File: src/rtl/ddr_wr_pkg.sv
// Shared types and constants for the DDR write-burst master.
package ddr_wr_pkg;

  typedef enum logic [2:0] {
    ST_IDLE = 3'd0,
    ST_ADDR = 3'd1,
    ST_DATA = 3'd2,
    ST_RESP = 3'd3,
    ST_DONE = 3'd4
  } state_t;

  localparam int DEF_DATA_W     = 256;
  localparam int BYTES_PER_BEAT = DEF_DATA_W / 8;

  localparam logic [1:0] BRESP_OKAY = 2'b00;

  function automatic int bytes_per_beat(input int data_w);
    return data_w / 8;
  endfunction

endpackage

File: src/rtl/ddr_wr_burst_master.sv
// Pops prefetch-FIFO words and writes one video frame as fixed-length AXI-style bursts.
// Optional underrun counter output stall_cnt is built when DDR_WR_STALL_CNT_EN is defined.
module ddr_wr_burst_master
  import ddr_wr_pkg::*;
#(
  parameter int DATA_W    = 256,
  parameter int ADDR_W    = 28,
  parameter int BURST_LEN = 16,
  parameter int BEATS_W   = 24
) (
  input  logic               rd_clk,
  input  logic               rd_rst,
  input  logic               frame_start,
  input  logic [ADDR_W-1:0]  frame_base,
  input  logic [BEATS_W-1:0] frame_beats,
  input  logic [DATA_W-1:0]  fifo_data,
  input  logic               fifo_vld,
  output logic               fifo_rd_en,
  output logic [ADDR_W-1:0]  awaddr,
  output logic [7:0]         awlen,
  output logic               awvalid,
  input  logic               awready,
  output logic [DATA_W-1:0]  wdata,
  output logic               wlast,
  output logic               wvalid,
  input  logic               wready,
  input  logic               bvalid,
  input  logic [1:0]         bresp,
  output logic               bready,
  output logic               busy,
  output logic               frame_done,
  output logic               wr_err
`ifdef DDR_WR_STALL_CNT_EN
  ,
  output logic [31:0]        stall_cnt
`endif
);

  localparam int LEN_W      = 9;
  localparam int BEAT_BYTES = bytes_per_beat(DATA_W);

  state_t               state_q, state_d;
  logic [ADDR_W-1:0]    addr_q, addr_d;
  logic [BEATS_W-1:0]   remain_q, remain_d;
  logic [LEN_W-1:0]     beat_q, beat_d;
  logic                 wr_err_q, wr_err_d;

  logic [LEN_W-1:0]     len_q;
  logic                 start_acc;
  logic                 beat_xfer;
  logic                 last_beat;
  logic                 resp_acc;

  // Current burst length is derived from the beats still owed for the frame.
  always_comb begin
    if (remain_q >= BEATS_W'(BURST_LEN)) len_q = LEN_W'(BURST_LEN);
    else                                 len_q = LEN_W'(remain_q);
  end

  assign start_acc = (state_q == ST_IDLE) && frame_start;
  assign beat_xfer = (state_q == ST_DATA) && fifo_vld && wready;
  assign last_beat = (beat_q == len_q - LEN_W'(1));
  assign resp_acc  = (state_q == ST_RESP) && bvalid;

  always_ff @(posedge rd_clk or posedge rd_rst) begin
    if (rd_rst) state_q <= ST_IDLE;
    else        state_q <= state_d;
  end

  always_comb begin
    state_d = state_q;
    case (state_q)
      ST_IDLE: if (frame_start) state_d = (frame_beats == '0) ? ST_DONE : ST_ADDR;
      ST_ADDR: if (awready) state_d = ST_DATA;
      ST_DATA: if (beat_xfer && last_beat) state_d = ST_RESP;
      ST_RESP: if (bvalid) state_d = (remain_q == BEATS_W'(len_q)) ? ST_DONE : ST_ADDR;
      ST_DONE: state_d = ST_IDLE;
      default: state_d = ST_IDLE;
    endcase
  end

  always_comb begin
    awvalid    = (state_q == ST_ADDR);
    awaddr     = (state_q == ST_ADDR) ? addr_q : '0;
    awlen      = (state_q == ST_ADDR) ? 8'(len_q - LEN_W'(1)) : 8'd0;
    wvalid     = (state_q == ST_DATA) && fifo_vld;
    wlast      = (state_q == ST_DATA) && fifo_vld && last_beat;
    fifo_rd_en = (state_q == ST_DATA) && wready;
    wdata      = fifo_data;
    bready     = (state_q == ST_RESP);
    frame_done = (state_q == ST_DONE);
    busy       = (state_q == ST_ADDR) || (state_q == ST_DATA) || (state_q == ST_RESP);
    wr_err     = wr_err_q;
  end

  // Address and remaining-beat bookkeeping advance only once the burst's B arrives.
  always_comb begin
    addr_d   = addr_q;
    remain_d = remain_q;
    beat_d   = beat_q;
    wr_err_d = wr_err_q;
    if (start_acc) begin
      addr_d   = frame_base;
      remain_d = frame_beats;
      beat_d   = '0;
      wr_err_d = 1'b0;
    end
    if (beat_xfer) begin
      beat_d = last_beat ? '0 : beat_q + LEN_W'(1);
    end
    if (resp_acc) begin
      addr_d   = addr_q + ADDR_W'(32'(len_q) * BEAT_BYTES);
      remain_d = remain_q - BEATS_W'(len_q);
      if (bresp != BRESP_OKAY) wr_err_d = 1'b1;
    end
  end

  always_ff @(posedge rd_clk or posedge rd_rst) begin
    if (rd_rst) begin
      addr_q   <= '0;
      remain_q <= '0;
      beat_q   <= '0;
      wr_err_q <= 1'b0;
    end else begin
      addr_q   <= addr_d;
      remain_q <= remain_d;
      beat_q   <= beat_d;
      wr_err_q <= wr_err_d;
    end
  end

`ifdef DDR_WR_STALL_CNT_EN
  logic [31:0] stall_q, stall_d;

  // Underrun: the DDR side is ready but the FIFO has nothing to give.
  always_comb begin
    stall_d = stall_q;
    if (start_acc) begin
      stall_d = '0;
    end else if ((state_q == ST_DATA) && wready && !fifo_vld && (stall_q != '1)) begin
      stall_d = stall_q + 32'd1;
    end
  end

  always_ff @(posedge rd_clk or posedge rd_rst) begin
    if (rd_rst) stall_q <= '0;
    else        stall_q <= stall_d;
  end

  assign stall_cnt = stall_q;
`endif

endmodule

File: config.mk
export PLATFORM = sky130hd
export DESIGN_NAME = ddr_wr_burst_master
export DESIGN_NICKNAME = d
export VERILOG_FILES = /design/src/rtl/ddr_wr_pkg.sv /design/src/rtl/ddr_wr_burst_master.sv
export SDC_FILE = /design/constraint.sdc
export NUM_CORES = 1
export LEC_CHECK = 0
export CORE_AREA = 5 5 236 238
export CTS_CLUSTER_DIAMETER = 50
export DETAILED_ROUTE_END_ITERATION = 10
export DIE_AREA = 0 0 241 243
export GPL_ROUTABILITY_DRIVEN = 0
export PLACE_DENSITY_LB_ADDON = 0.15
export SLEW_MARGIN = 0
export SYNTH_ARGS = -nofsm -noshare
export SYNTH_HDL_FRONTEND = slang
export SYNTH_SLANG_ARGS = --single-unit
export TNS_END_PERCENT = 30
File: constraint.sdc
create_clock -name rd_clk -period 8.3 [get_ports rd_clk]
set_input_delay 1.66 -clock rd_clk [delete_from_list [all_inputs] [get_ports rd_clk]]
set_output_delay 1.66 -clock rd_clk [all_outputs]
set_load 0.005 [all_outputs]
==> results.md <==
* Largest family of logic cells by synthesized area: buffers and inverters
* First DRT Iteration DRCs at 277
* Post-place setup slack at 1.95 ns
* Max Cap Violations at 0
* Final Critical Period at 6.72 ns
* Post-synth EDFFs at 0
* Yosys reg bits at 65
* Share of synthesized area spent on multiplexers at 0.152%
* Cell area after synthesis at 6570 sq um
* Post-cts resize count at 0
* Top cell type by total area after synthesis: buf_4
* Fill cells at 6138
* Worst path max stage delay at 0.71 ns
* Root Buffer: clkbuf_16
* # placed instances at 1344
* Critical path peak fanout at 14
* IO Pins at 617
* H-tree level count at 3
* Initial Util at 12.3%
* Compound-Gate Fraction of Synth Area at 16.0%
* Register area at 1630 sq um
* FMAX at 149 MHz
* Synthesized instance count at 822
* Worst hold slack at 0.468 ns
* Final Util at 12.8%
* Final wirelength at 29800 microns
* Vert. Die Dim at 243 microns
* Final slew viol count at 0
* RSZ-0062 raised after global routing: no
* Register area share after synthesis at 24.7%
* CTS Buffer Depth at 2
* Library cells used by synthesis at 66
* Reg2reg setup slack at 3.67 ns
* Worst path slowest cell: nor2_1
* # Post-CTS Setup Buffers at 0
* Final Skew at 0.0103 ns
* Syn-to-layout area delta at 3.77%
* Post-Layout Inst Area at 6820 sq um
* Pwr Density at 295 nW/um^2
* Startpoint types: flop
* CP Capture Type: primary output
* R2R depth at 15
* Setup TNS at 0 ns
* Simple-gate share of the synthesized area at 21.7%
* YS warnings at 0
* CTS tree: built
* Synth Area in Adders at 2.59%
* Setup CP Type: reg -> out
* CP Data Arrival Time at 5.06 ns
* Hold path depth at 2
* Share of cells above drive strength 1 at 7.23%
* CTS sink cnt at 65
* Worst Tran Pin Value at 0.926 ns
* Pre-Repair DR Iteration Count at 4
* Number of global-route vias before repair at 5409
* Critical-path cell list: nor4_2 -> nand3_1 -> nor2_1 -> nand2_1 -> ha_1 -> xnor2_1 -> and3_1 -> o2111ai_2 -> a221oi_2 -> o21ai_2 -> nor3b_1 -> and2_1 -> clkdlybuf4s50_1
* Later-pin clock latency in the skew report at 0.37 ns
* Lkg Pwr at 2.44 nW
* WHS Endpoint: addr_q[0]$_DFFE_PP0P_
* HP Class: reg -> reg
* Setup violators final at 0
* Antenna-violating nets left at 0
* Initial antenna violation count at 2
* Area share of the largest cell type after synthesis at 29.2%
* Vias after detailed routing at 5093
* DIE WIDTH at 241 microns
* Worst slew margin at 36.7%
* Most common cell in the netlist: buf_4
* CTS Buf Count at 9
* Worst setup margin at 1.58 ns
* Nets@finish at 989
* Residual DRC at 0
* Clock slew at reported path FFs at 0.07 ns
* Post-synth top cells: buf_4, nand2_1, dfrtp_1
* Async set-reset flop share out of synthesis at 100%
* Core ar. at 53400 sq um
* Area contributors post-synth: buf_4, dfrtp_1, nand2_1
* Detailed Place HPWL at 22800 microns
* Critical path buffer and inverter count at 1
* Min-delay src: addr_q[0]$_DFFE_PP0P_
* Final hold violations at 0
* Worst R2R End: addr_q[17]$_DFFE_PP0P_
* Post-Layout Cell Count at 1360
* Total gr overflow at 0
* Reg2reg start: remain_q[12]$_DFFE_PP0P_
* Largest net degree at the start of global routing at 59
* IO Port Bufs at 104
* Gr usage total at 10.0%
* Antenna diode count at 0
* WP data required at 6.64 ns
* Total power at 2.01 mW
* Multi-input logic area at 2840 sq um
* Cell Rows at 85
* Mean Syn Cell Area at 8.00 sq um
* M1 wire length at 11800 microns
* Global-route wire length before repair at 42000 microns
* Placed instance area at 6520 sq um
* Hold_buf cts at 0
* Routed wl met2 at 14100 microns
* Outcome: completed
* Worst VDD drop at 106 uV
* WL met3 at 3100 microns
* CP delay by family, top: simple AND/OR/NAND/NOR gates
* Wire per inst at 21.9 microns
* Synth Area in XOR/XNOR at 2.40%
* Die Area at 58600 sq um
* Top sig layer: met5
* Top_reg_cell synth: dfrtp_1
* Final period util at 81.0%
* Vias/cell at 3.74
worst max path at each step:
stage | startpoint | depth (start not counted) | to
after floorplan | remain_q[6]$_DFFE_PP0P_ | 13 | wlast
after global placement | remain_q[12]$_DFFE_PP0P_ | 13 | wlast
after detailed placement | remain_q[12]$_DFFE_PP0P_ | 13 | wlast
after CTS | remain_q[12]$_DFFE_PP0P_ | 13 | wlast
after global routing | remain_q[12]$_DFFE_PP0P_ | 13 | wlast
final | remain_q[12]$_DFFE_PP0P_ | 13 | wlast
power by group:
part | internal (mW) | switching, mW
Sequential | 0.446 | 0.177
Combinational | 0.416 | 0.538
Clock | 0.237 | 0.197
Total | 1.10 | 0.912
flip-flops by register name, summed over array words and instances (netlist names):
signal    cells
wr_err        1
state_q       3
beat_q        9
addr_q       28
remain_q     24
layout by cell type, fill, tap and decap left out, types with 13 or more instances in the layout:
cell type        instances
nor2_1                  33
nand2_1                 77
inv_1                   13
dfrtp_1                 65
o211ai_1                13
nor3_1                  27
o311ai_0                14
clkdlybuf4s50_1        104
nand3_1                 22
o21ai_0                 36
a21oi_1                 20
and2_1                  34
worst reg2reg max path, delay by kind of cell (launching register included):
kind                       cells  cell delay, ns
and+or+nand+nor                7            2.51
AOI/OAI and AO/OA              4            0.79
adders and majority gates      2            0.47
DFF                            1            0.43
buffers and inverters          2            0.38
cells by family (layout without fill, tap and decap cells):
kind of cell,after synthesis,after routing
buffers and inverters,306,145
AND/OR/NAND/NOR,270,270
AO/OA/AOI/OAI,147,147
XOR/XNOR,18,18
other,2,5
multiplexers,1,1
adder cells (fa/ha/maj),13,13
flip-flops,65,65
metal layers:
metal  up-vias  global-route usage [%]
li1       2296                       -
met1      2406                    11.3
met2       309                    16.2
met3        80                    5.21
met4         2                    3.57
met5         -                   0.337
final cells by class:
class,instances,share of cell area (%)
multi-input combinational,454,41.7
sequential,65,23.8
timing repair buffer,115,16.5
tap,696,12.8
clock buffer,9,3.30
clock inverter,7,1.17
inverter,14,0.770
Power figures use the tool's default switching activity.
